--- config.mk ---
export PLATFORM = sky130hd
export DESIGN_NAME = spi_slave
export DESIGN_NICKNAME = d
export VERILOG_FILES = /design/src/rtl/spi_slave.sv
export SDC_FILE = /design/constraint.sdc
export NUM_CORES = 1
export LEC_CHECK = 0
export CAP_MARGIN = 20
export CORE_ASPECT_RATIO = 1.25
export CORE_MARGIN = 1.5
export CORE_UTILIZATION = 50
export DETAILED_ROUTE_END_ITERATION = 6
export PLACE_DENSITY = 0.79
export SETUP_SLACK_MARGIN = 0.3
export SLEW_MARGIN = 20
export SYNTH_ARGS = -nofsm -noshare
export SYNTH_HDL_FRONTEND = slang
export SYNTH_SLANG_ARGS = --single-unit
--- constraint.sdc ---
create_clock -name clock_in -period 4.12 [get_ports clock_in]
set_clock_uncertainty 0.2 [all_clocks]
set_input_delay 0.618 -clock clock_in [delete_from_list [all_inputs] [get_ports clock_in]]
set_output_delay 0.618 -clock clock_in [all_outputs]
set_load 0.05 [all_outputs]
--- src/rtl/spi_slave.sv ---
// SPI responder for the 8-bit link: oversampled sclk/ssn/mosi, MSB-first shifting,
// one-deep transmit buffer (ready/load) and received-byte register (valid/ack).
`timescale 1ns/1ps
module spi_slave #(
  parameter int unsigned SYNC_STAGES = 2,
  parameter logic [7:0]  DUMMY       = 8'h00
) (
  input  logic       reset,
  input  logic       clock_in,
  input  logic       sclk,
  input  logic       ssn,
  input  logic       mosi,
  output logic       miso,
  output logic       miso_oe,
  input  logic [7:0] tx_data,
  input  logic       tx_load,
  output logic       tx_ready,
  output logic [7:0] rx_data,
  output logic       rx_valid,
  input  logic       rx_ack,
  output logic       rx_overrun,
  output logic       frame_err
);

  localparam int unsigned BYTE_W = 8;
  localparam int unsigned CNT_W  = 3;
  localparam logic [CNT_W-1:0] LAST_BIT = CNT_W'(BYTE_W - 1);

  typedef enum logic {IDLE, ACTIVE} state_e;

  logic [SYNC_STAGES-1:0] sclk_sync_q;
  logic [SYNC_STAGES-1:0] ssn_sync_q;
  logic [SYNC_STAGES-1:0] mosi_sync_q;
  logic                   sclk_d1_q;
  logic                   ssn_d1_q;

  state_e              state_q;
  logic [BYTE_W-1:0]   shreg_q;
  logic [CNT_W-1:0]    bitcnt_q;
  logic [BYTE_W-1:0]   tx_buf_q;
  logic                tx_ready_q;
  logic                miso_q;
  logic                miso_oe_q;
  logic [BYTE_W-1:0]   rx_data_q;
  logic                rx_valid_q;
  logic                rx_overrun_q;
  logic                frame_err_q;

  logic                sclk_s;
  logic                ssn_s;
  logic                mosi_s;
  logic                sclk_fall_c;
  logic                ssn_fall_c;
  logic                ssn_rise_c;
  logic [BYTE_W-1:0]   shift_c;
  logic [BYTE_W-1:0]   reload_c;

  // Metastability chains; ssn resets to deselected.
  always_ff @(posedge clock_in or posedge reset) begin
    if (reset) begin
      sclk_sync_q <= '0;
      ssn_sync_q  <= '1;
      mosi_sync_q <= '0;
    end else begin
      sclk_sync_q <= {sclk_sync_q[SYNC_STAGES-2:0], sclk};
      ssn_sync_q  <= {ssn_sync_q[SYNC_STAGES-2:0], ssn};
      mosi_sync_q <= {mosi_sync_q[SYNC_STAGES-2:0], mosi};
    end
  end

  assign sclk_s = sclk_sync_q[SYNC_STAGES-1];
  assign ssn_s  = ssn_sync_q[SYNC_STAGES-1];
  assign mosi_s = mosi_sync_q[SYNC_STAGES-1];

  assign sclk_fall_c = sclk_d1_q & ~sclk_s;
  assign ssn_fall_c  = ssn_d1_q & ~ssn_s;
  assign ssn_rise_c  = ~ssn_d1_q & ssn_s;

  assign shift_c  = {shreg_q[BYTE_W-2:0], mosi_s};
  // Buffered byte if present, otherwise the filler byte.
  assign reload_c = tx_ready_q ? DUMMY : tx_buf_q;

  always_ff @(posedge clock_in or posedge reset) begin
    if (reset) begin
      sclk_d1_q    <= 1'b0;
      ssn_d1_q     <= 1'b1;
      state_q      <= IDLE;
      shreg_q      <= DUMMY;
      bitcnt_q     <= '0;
      tx_buf_q     <= '0;
      tx_ready_q   <= 1'b1;
      miso_q       <= 1'b0;
      miso_oe_q    <= 1'b0;
      rx_data_q    <= '0;
      rx_valid_q   <= 1'b0;
      rx_overrun_q <= 1'b0;
      frame_err_q  <= 1'b0;
    end else begin
      sclk_d1_q   <= sclk_s;
      ssn_d1_q    <= ssn_s;
      frame_err_q <= 1'b0;

      if (rx_ack) begin
        rx_valid_q   <= 1'b0;
        rx_overrun_q <= 1'b0;
      end

      // A load only lands in an empty buffer, so it never races a consume.
      if (tx_load && tx_ready_q) begin
        tx_buf_q   <= tx_data;
        tx_ready_q <= 1'b0;
      end

      case (state_q)
        IDLE: begin
          miso_q    <= 1'b0;
          miso_oe_q <= 1'b0;
          if (ssn_fall_c) begin
            state_q   <= ACTIVE;
            shreg_q   <= reload_c;
            miso_q    <= reload_c[BYTE_W-1];
            miso_oe_q <= 1'b1;
            bitcnt_q  <= '0;
            if (!tx_ready_q) tx_ready_q <= 1'b1;
          end
        end
        ACTIVE: begin
          if (ssn_rise_c) begin
            // Deselect wins over a coincident sclk fall; partial byte is dropped.
            state_q   <= IDLE;
            miso_q    <= 1'b0;
            miso_oe_q <= 1'b0;
            bitcnt_q  <= '0;
            if (bitcnt_q != '0) frame_err_q <= 1'b1;
          end else if (sclk_fall_c) begin
            if (bitcnt_q == LAST_BIT) begin
              rx_data_q    <= shift_c;
              rx_valid_q   <= 1'b1;
              rx_overrun_q <= ~rx_ack & (rx_overrun_q | rx_valid_q);
              bitcnt_q     <= '0;
              shreg_q      <= reload_c;
              miso_q       <= reload_c[BYTE_W-1];
              if (!tx_ready_q) tx_ready_q <= 1'b1;
            end else begin
              shreg_q  <= shift_c;
              miso_q   <= shift_c[BYTE_W-1];
              bitcnt_q <= bitcnt_q + CNT_W'(1);
            end
          end
        end
        default: state_q <= IDLE;
      endcase
    end
  end

  assign miso       = miso_q;
  assign miso_oe    = miso_oe_q;
  assign tx_ready   = tx_ready_q;
  assign rx_data    = rx_data_q;
  assign rx_valid   = rx_valid_q;
  assign rx_overrun = rx_overrun_q;
  assign frame_err  = frame_err_q;

endmodule

==> results.yml <==
sta:
  grt_setup_unrepaired: "false"
  period_share: 0.6284
  final_hold_viol_count: 0
  slew_headroom: 0.6536
  final.min_clock_period_ns: 2.589
  finalWorstSetupSlack_ns: 1.531
  tightest_slew_ns: 0.5180
  drv_slew: 0
  setup-violations-final: 0
  fmax_ghz: 0.3863
  fin_tns_setup_ns: 0
synth:
  syn_inst: 129
  ys.flop_type: "dfrtp_1"
  synth_top_cell_by_area: "dfrtp_1"
  synth.area.top_cells: "dfrtp_1, mux2_2, mux2_4"
  synth_edf_count: 0
  synth_nets: 148
  synth.distinct_cells: 30
  yosys_warnings: 0
  synth_most_common_cell: "dfrtp_1"
  ys_seq_area_frac: 0.5758
  synthesis.area_um2: 1790
  synth-seq-cells: 41
  synth_top_area_share: 0.5171
  avgSynthCellArea_um2: 13.88
  synth_common_cells: "dfrtp_1, mux2_2, mux2_4"
  asyncSetResetFlopFracSynth: 1.000
critical_path:
  slowest_stage: "clkdlybuf4s50_1"
  path_buf_inv: 1
  critical_path.startpoint_type: "flip-flop"
  crit_chain: "clkdlybuf4s50_1"
  worstSetupPathDepth: 1
  crit_family: "buffers and inverters"
  reg2reg_depth: 5
  critPathMaxStageDelay_ns: 0.85
  path_class: "reg -> out"
  critPathMaxFanout: 12
  endpoint_kind: "output port"
  critPathArrivalTime_ns: 1.77
  worstPathRequired_ns: 3.30
clocking:
  holdBufCountCts: 0
  clk_latency_ns: 0.29
  h-tree-depth: 2
  cts_buffer_depth: 2
  cts_tree: "yes"
  clock_sinks: 41
  cts_buffers: 5
  root_buffer: "clkbuf_8"
  clkTransAtPathRegs_ns: 0.08
  post_cts_buffers: 0
  cts_resized: 0
final_layout:
  drive_gt1_frac: 0.2484
  area_delta_synth_final_pct: 22.22
  n_fill_cell: 261
  nets: 179
  diodes: 0
grt:
  grt_pass1_wl_mm: 4.823
  grt_overflow: 0
  antenna_found_initial: 0
  first_global_vias: 1002
  grt_util_all_layers: 0.1605
  grt_start_max_net_pins: 42
hold_path:
  hold_path.class: "reg -> reg"
  min_path_cells: 0
route:
  vias: 1045
  drtIter0Drc: 28
  drc: 0
  ant_nets: 0
  vias_per_cell: 5.225
  dr.pass1.iters: 4
  drt-total-wl_mm: 2.758
  drt-wirelength-per-cell_um: 13.79
power:
  clkPwrFrac: 0.239
  p_switching_uw: 344.1
  p_int_uw: 838.7
  power_density_nw_per_um2: 540.5
  pwr-share-seq: 0.486
  pwr-share-comb: 0.275
  switching_share: 0.2909
  p_leak_nw: 1.008
  peakVddDrop_v: 0.0003220
place:
  numPortBuffers: 28
  hpwl_mm: 1.958
  gp_congestion: 0.7238
  pre_cts_ws_ns: 1.844
job:
  cap_violations: 0
die:
  start_util: 0.5185
  rows: 24
  die_h_um: 69.91
  fp.dieArea_um2: 3951
  core_um2: 3453
  ios: 29
  die_w_um: 56.53
status:
  status: "complete, no violations"
## path summary, 6_finish.rpt
| check | endpoint | slack, ns | startpoint |
|---|---|---|---|
| max | tx_ready | 1.53 | tx_ready |
| min | mosi_sync_q[1] | 0.15 | mosi_sync_q[0] |
| max reg2reg | shreg_q[2] | 1.94 | bitcnt_q[0] |
| min reg2reg | mosi_sync_q[1] | 0.15 | mosi_sync_q[0] |
| max in group asynchronous | ssn_d1_q | 2.82 | reset |
| min in group asynchronous | tx_buf_q[2] | 0.54 | reset |
## through the flow
step | cells | total power, mW | hold WS (ns) | utilization | cell area, um^2
final | 200 | 1.183 | 0.1534 | 0.6337 | 2188
after global placement | 192 | 0.8945 | 0.1314 | 0.6043 | 2087
after floorplan | 129 | 0.8269 | 0.1312 | - | 1790
after CTS | 200 | 1.194 | 0.1570 | 0.6337 | 2188
after detailed placement | 192 | 0.9108 | 0.1395 | 0.6043 | 2087
after global routing | 200 | 1.253 | 0.1654 | 0.6337 | 2188
## cells by family after synthesis
group,after synthesis,synth area share
buf+inv,11,0.03494
flops,41,0.5758
simple gates,26,0.09365
mux,30,0.2013
compound gates,17,0.06639
fa+ha+maj,4,0.02795
## power by group through the flow
stage / Sequential (mW) / Clock [mW] / Combinational, mW
6_report: 0.575 / 0.283 / 0.325
2_1_floorplan: 0.597 / 0 / 0.230
4_1_cts: 0.576 / 0.288 / 0.330
3_5_place_dp: 0.584 / 0 / 0.327
5_1_grt: 0.592 / 0.307 / 0.354
3_3_place_gp: 0.577 / 0 / 0.318
## flip-flops by register name, indices dropped and copies added, names as in the netlist
register	cells
rx_data	8
tx_buf_q	8
shreg_q	7
bitcnt_q	3
mosi_sync_q	2
sclk_sync_q	2
ssn_sync_q	2
frame_err	1
miso	1
miso_oe	1
rx_overrun	1
rx_valid	1
sclk_d1_q	1
ssn_d1_q	1
state_q	1
tx_ready	1
## metal layers
metal	share of wire	GRT usage	vias up	routed length [um]
met2	0.48	0.2403	19	1324
met4	0.023	0.08466	0	63
met3	0.041	0.05185	5	113
met5	0	0	-	0
li1	-	-	510	-
met1	0.46	0.2065	511	1256
## final cells by class
type / count / area [um^2] / share of cell area
clock buffers: 7 / 96.34 / 0.04403
clock inverters: 1 / 5.005 / 0.002287
inverters: 6 / 22.52 / 0.01029
multi-input cells: 77 / 696.9 / 0.3185
flip-flops and latches: 41 / 1031 / 0.4711
well taps: 39 / 48.80 / 0.02230
repair buffers: 29 / 287.8 / 0.1315
## layout by cell type, fill, tap and decap left out, types with 4 or more instances in the layout
master	n
mux2i_1	6
nor2b_1	7
dfrtp_1	37
nand2b_1	6
ha_1	4
mux2_4	8
clkbuf_8	7
clkdlybuf4s50_1	28
mux2_2	16
dfstp_2	4
o21ai_0	4
inv_1	6
Note: power is estimated with default switching activity, not from simulation.
